==> src/rtl/hradd_pkg.sv <==
// Shared definitions for the high-radix online adder: FSM state encoding,
// digit-width and transfer-threshold helpers.
package hradd_pkg;

  typedef enum logic [1:0] {
    IDLE  = 2'd0,
    RUN   = 2'd1,
    FLUSH = 2'd2
  } state_e;

  function automatic int dw_of(input int log2r);
    return log2r + 1;
  endfunction

  // Transfer fires when |x+y| reaches r-1, keeping the interim digit within r-2.
  function automatic int t_thresh(input int log2r);
    return (1 << log2r) - 1;
  endfunction

endpackage

==> src/rtl/hradd_digit_slice.sv <==
// Combinational digit slice: w = x + y, transfer t in {-1,0,+1}, interim u = w - r*t.
module hradd_digit_slice
  import hradd_pkg::*;
#(
  parameter int LOG2R = 2,
  parameter int DW    = dw_of(LOG2R)
) (
  input  logic [DW-1:0] x,
  input  logic [DW-1:0] y,
  output logic [1:0]    t,
  output logic [DW-1:0] u
);

  localparam logic signed [DW:0] THR_POS = (DW+1)'(t_thresh(LOG2R));
  localparam logic signed [DW:0] THR_NEG = -THR_POS;
  localparam logic signed [DW:0] RADIX   = (DW+1)'(1 << LOG2R);

  logic signed [DW:0] w;
  logic signed [DW:0] u_full;

  assign w = $signed({x[DW-1], x}) + $signed({y[DW-1], y});

  always_comb begin
    t      = 2'b00;
    u_full = w;
    if (w >= THR_POS) begin
      t      = 2'b01;
      u_full = w - RADIX;
    end else if (w <= THR_NEG) begin
      t      = 2'b11;
      u_full = w + RADIX;
    end
  end

  assign u = u_full[DW-1:0];

endmodule

==> src/rtl/hradd_online.sv <==
// Radix-2^LOG2R online (MSD-first) signed-digit adder, online delay 1.
// Optional illegal-digit (-r) detection enabled by HRADD_DIGIT_CHECK_EN.
module hradd_online
  import hradd_pkg::*;
#(
  parameter int LOG2R = 2,
  parameter int N     = 8,
  parameter int DW    = dw_of(LOG2R)
) (
  input  logic          clk,
  input  logic          reset,
  input  logic          in_valid,
  input  logic          in_first,
  output logic          in_ready,
  input  logic [DW-1:0] x_j,
  input  logic [DW-1:0] y_j,
  output logic          out_valid,
  output logic          out_first,
  output logic          out_last,
  output logic [DW-1:0] out_digit,
  output logic          err
);

  localparam logic [1:0] S_IDLE  = 2'(IDLE);
  localparam logic [1:0] S_RUN   = 2'(RUN);
  localparam logic [1:0] S_FLUSH = 2'(FLUSH);
  localparam int         CW      = $clog2(N + 1);

  logic [1:0]    state;
  logic [CW-1:0] cnt;
  logic [DW-1:0] u_reg;
  logic [1:0]    t_new;
  logic [DW-1:0] u_new;
  logic [DW-1:0] t_ext;
  logic          accept;

  hradd_digit_slice #(.LOG2R(LOG2R), .DW(DW)) u_slice (
    .x (x_j),
    .y (y_j),
    .t (t_new),
    .u (u_new)
  );

  assign in_ready = (state != S_FLUSH);
  assign accept   = in_valid & in_ready;
  assign t_ext    = {{(DW-2){t_new[1]}}, t_new};

  always_ff @(posedge clk or posedge reset) begin
    if (reset) begin
      state     <= S_IDLE;
      cnt       <= '0;
      u_reg     <= '0;
      out_valid <= 1'b0;
      out_first <= 1'b0;
      out_last  <= 1'b0;
      out_digit <= '0;
    end else begin
      out_valid <= 1'b0;
      out_first <= 1'b0;
      out_last  <= 1'b0;
      case (state)
        S_IDLE: begin
          // pairs without in_first are dropped here so a stray tail never starts a frame
          if (accept && in_first) begin
            out_valid <= 1'b1;
            out_first <= 1'b1;
            out_digit <= t_ext;
            u_reg     <= u_new;
            cnt       <= CW'(1);
            state     <= (N == 1) ? S_FLUSH : S_RUN;
          end
        end
        S_RUN: begin
          if (accept) begin
            out_valid <= 1'b1;
            out_digit <= u_reg + t_ext;
            u_reg     <= u_new;
            cnt       <= cnt + CW'(1);
            if (cnt == CW'(N - 1)) state <= S_FLUSH;
          end
        end
        S_FLUSH: begin
          out_valid <= 1'b1;
          out_last  <= 1'b1;
          out_digit <= u_reg;
          u_reg     <= '0;
          cnt       <= '0;
          state     <= S_IDLE;
        end
        default: state <= S_IDLE;
      endcase
    end
  end

`ifdef HRADD_DIGIT_CHECK_EN
  localparam logic [DW-1:0] NEG_R = {1'b1, {LOG2R{1'b0}}};

  always_ff @(posedge clk or posedge reset) begin
    if (reset) err <= 1'b0;
    else if (accept && ((x_j == NEG_R) || (y_j == NEG_R))) err <= 1'b1;
  end
`else
  assign err = 1'b0;
`endif

endmodule

==> config.mk <==
export PLATFORM = sky130hd
export DESIGN_NAME = hradd_online
export DESIGN_NICKNAME = d
export VERILOG_FILES = /design/src/rtl/hradd_pkg.sv /design/src/rtl/hradd_digit_slice.sv /design/src/rtl/hradd_online.sv
export SDC_FILE = /design/constraint.sdc
export NUM_CORES = 1
export LEC_CHECK = 0
export BUFFER_PORTS_ARGS = -buffer_cell sky130_fd_sc_hd__buf_4
export CAP_MARGIN = 15
export CORE_MARGIN = 2
export CORE_UTILIZATION = 40
export DETAILED_ROUTE_END_ITERATION = 10
export SYNTH_ARGS = -nofsm -noshare
export SYNTH_HDL_FRONTEND = slang
export SYNTH_SLANG_ARGS = --single-unit
==> constraint.sdc <==
create_clock -name clk -period 4.7 [get_ports clk]
set_input_delay 0 -clock clk [delete_from_list [all_inputs] [get_ports clk]]
set_output_delay 0 -clock clk [all_outputs]
set_load 0.05 [all_outputs]
==> impl_results.md <==
- Number of H-tree levels: 1
- Cts bufs inserted: 3
- Minimum setup slack after placement: 2280 ps
- Switching power of the nets: 0.350 mW
- Number of buffers added for setup after CTS: 0
- Number of max-cap violations: 0
- Total of fill cells in the finished design: approximately 240
- Number of flip-flops in the largest register: 4
- Outcome: finished clean
- Async set-or-reset flop fraction in the synthesized netlist: 100%
- Maximum buffer depth of the clock tree: 2
- Startpoint of the most critical register-to-register path: state[0]
- Depth of the worst register-to-register path: 7
- Total standard cell area after synthesis: 1000 µm²
- Initial DRC Count: 2
- Worst Hold Path EP: out_first
- Max Fanout on Critical Path: 3
- Vias: 765
- Multi-input combinational cell area: 577 µm²
- First-pass iteration count of the detailed router: 3
- Post-layout power: 0.712 mW
- Clock sink count: 15
- Critical path capture point type: flip-flop
- Antenna diode count: 0
- Comb power frac: 59.7%
- Post-synthesis register bit count: 15
- Critical path, cell by cell: buf_4 > ha_1 > fa_1 > xor2_1 > and2_1 > mux2i_1 > ha_1 > fa_1 > a22o_1 > a21oi_1 > o21ai_0
- Ratio of total power to cell area: 603 nW/µm²
- Final Hold Violating Endpoints: 0
- Count of input and output buffers: 16
- Hpwl dp: approximately 1400 µm
- Number of nets in the finished design: ~150
- Internal Power: roughly 0.36 mW
- Clk pin slew, worst setup/hold paths: 90 ps
- Tightest slew margin relative to the limit: between 60 and 70%
- Number of antenna violations at the first check in global routing: 0
- Mean instance size in the synthesized netlist: just over 9 µm²
- Clock skew after layout: 2.07 ps
- Endpoint of the worst register-to-register path: cnt[3]
- EDFF count, synth: 0
- Post-Syn Nets: 129
- Clk network pwr share: 10.7%
- Data arrival time of the critical path: 2290 ps
- Synth cell types: 34
- Slack of the worst reg-to-reg path: 2590 ps
- Total I/O pin count: 18
- Effective utilization at floorplan: about 41%
- Worst hold path cell count: 2
- Number of pins with negative max-slew slack in the final report: 0
- Floorplan die width: ~54 µm
- Area enclosed by the die boundary: approximately 2900 µm²
- Worst-Margin Slew: 591 ps
- Setup repair after global routing missed its margin: false
- Sequential cell area in the final layout: 375 µm²
- Utilization after layout: approximately 49%
- Total global-route track usage: 15.1%
- Wire length of the first global-routing pass: 3090 µm
- Number of routed nets with antenna violations: 0
- CP peak stage delay: 430 ps
- Number of global-route vias before repair: roughly 700
- Final weighted congestion in routability-driven placement: 0.821
- Final count of negative-setup-slack endpoints: 0
- Total Negative Setup Slacks: 0 ps
- Fin worst setup slack: 2570 ps
- Clock Root Buffer: sky130_fd_sc_hd__clkbuf_4
- Source-to-sink clock delay at the later pin of the worst-skew pair: 290 ps
- Count of unresolved DRC violations after routing: 0
- Hold wc startpoint: in_first
- Total overflow reported by the global router: 0
- Peak supply drop: 394 µV
- Warnings from Yosys: 0
- Final cycle utilization of the critical path: 45.4%
- Switching share of power: between 40% and 50%
- Sequential Power Share: 29.5%
- Data required, critical path: 4850 ps
- Final Critical Period: 2130 ps
- Worst Path Class, Setup: in2reg
- Post-cts repair resize count: 0
- Fmax achieved: 0.469 GHz
- Height of the die: 54.1 µm
- Startpoint type of the worst setup path: primary input
- Vias per std cell: 4.90
- Worst min-delay path class: in2reg
- Mapped Cells: between 100 and 150
- # rows: 18
- Static leakage power: approximately 0.56 nW
- Top FF cell, synth: sky130_fd_sc_hd__dfrtp_1
- Clock tree from TritonCTS: done
- Detailed-route wire length: 1940 µm
- Cell at the slowest stage of the critical path: sky130_fd_sc_hd__fa_1
- Core Area: 2430 µm²
- Layout cell share with drive strength beyond 1: 19.0%
- Detailed-route wire length per cell: 12.4 µm
- Proportion of synthesized chip area in sequential cells: between 30% and 40%
- Maximum number of pins on one net before global-route repair: 22
- Area growth from synthesis to layout: 17.6%
## cells in the mapped netlist, drive strengths merged, types with 2 or more instances
cell type,n,share of area [%]
ha,9,11
nor3,2,1.0
buf,4,2.9
a21oi,6,3.0
fa,2,4.0
inv,6,2.2
o21ai,12,6.0
nand2,17,6.4
a22o,2,1.7
nor2b,4,2.5
nor2,6,2.2
mux2i,2,2.0
and2,3,1.9
dfrtp,15,37
a31oi,2,3.4
xnor2,2,1.7
## worst max-delay path, delay by kind of cell
family | cells | cell delay (ps)
buffers and inverters | 1 | 110
multiplexers | 1 | 110
AND/OR/NAND/NOR | 1 | 210
adder cells (fa/ha/maj) | 4 | 1240
XOR/XNOR | 1 | 210
AO/OA/AOI/OAI | 3 | 420
## kinds of logic (layout without fill, tap and decap cells)
group                    count (synthesis)  count (layout)  share of synthesized area (%)
buffers and inverters                   10              28                           5.11
adder cells (fa/ha/maj)                 11              11                           15.2
multiplexers                             2               2                           2.00
AND/OR/NAND/NOR                         37              37                           17.6
flip-flops                              15              15                           37.4
XOR/XNOR                                 3               3                           2.62
AO/OA/AOI/OAI                           29              29                           19.7
other                                    1               1                          0.374
## power by group through the flow
stage                     clock, mW  sequential [mW]  combinational, mW
after floorplan                   0            0.281              0.271
after global placement            0            0.212              0.418
after detailed placement          0            0.213              0.425
after CTS                    0.0799            0.211              0.427
after global routing         0.0882            0.217              0.468
final                        0.0764            0.210              0.425
## cell type report
cell class	instances	area share (%)
Clock buffer	3	1.91
Clock inverter	1	0.424
Inverter	6	1.91
Multi-Input combinational cell	83	48.9
Sequential cell	15	31.8
Tap cell	30	3.18
Timing Repair Buffer	18	11.9
## through the flow
step	instance area, µm²	hold WS [ps]	cells
finish	1180	34.9	156
global route	1180	17.3	156
CTS	1180	28.1	156
detailed placement	1130	106	150
global placement	1130	106	150
floorplan	1000	-98.5	108
## placed cells by master, fill, tap and decap left out, types with 2 or more instances in the layout
cell	synthesis	final
sky130_fd_sc_hd__a21oi_1	6	6
sky130_fd_sc_hd__a22o_1	2	2
sky130_fd_sc_hd__and2_1	2	2
sky130_fd_sc_hd__buf_4	1	16
sky130_fd_sc_hd__clkbuf_4	0	3
sky130_fd_sc_hd__dfrtp_1	15	15
sky130_fd_sc_hd__dlygate4sd3_1	0	2
sky130_fd_sc_hd__fa_1	2	2
sky130_fd_sc_hd__ha_1	9	9
sky130_fd_sc_hd__inv_1	6	6
sky130_fd_sc_hd__mux2i_1	2	2
sky130_fd_sc_hd__nand2_1	17	17
sky130_fd_sc_hd__nor2_1	6	6
sky130_fd_sc_hd__nor2b_1	4	4
sky130_fd_sc_hd__nor3_1	2	2
sky130_fd_sc_hd__o21ai_0	12	12
sky130_fd_sc_hd__xnor2_1	2	2
## routing by layer
metal / track usage [%] / up-vias / wire [µm]
met2: 25.2 / 9 / 910
met1: 18.3 / 349 / 951
met3: 3.33 / 4 / 48
li1: - / 403 / -
met5: 0 / - / 0
met4: 7.50 / 0 / 27
## how the worst max path moves through the flow
stage / startpoint / endpoint / slack, ps / cells past startpoint
2_1_floorplan: x_j[0] / out_digit[1] / 2550 / 10
3_3_place_gp: x_j[0] / out_digit[1] / 2340 / 11
3_5_place_dp: x_j[0] / out_digit[1] / 2280 / 11
4_1_cts: x_j[0] / out_digit[1] / 2580 / 11
5_1_grt: state[0] / cnt[3] / 2390 / 7
6_report: x_j[0] / out_digit[1] / 2570 / 11
## what timing repair did
action                     4_1_cts  5_1_grt
hold endpoints to repair        16        0
setup endpoints to repair        0        0
hold buffers                     2        0
No activity file was read; power rests on OpenSTA's default activity.
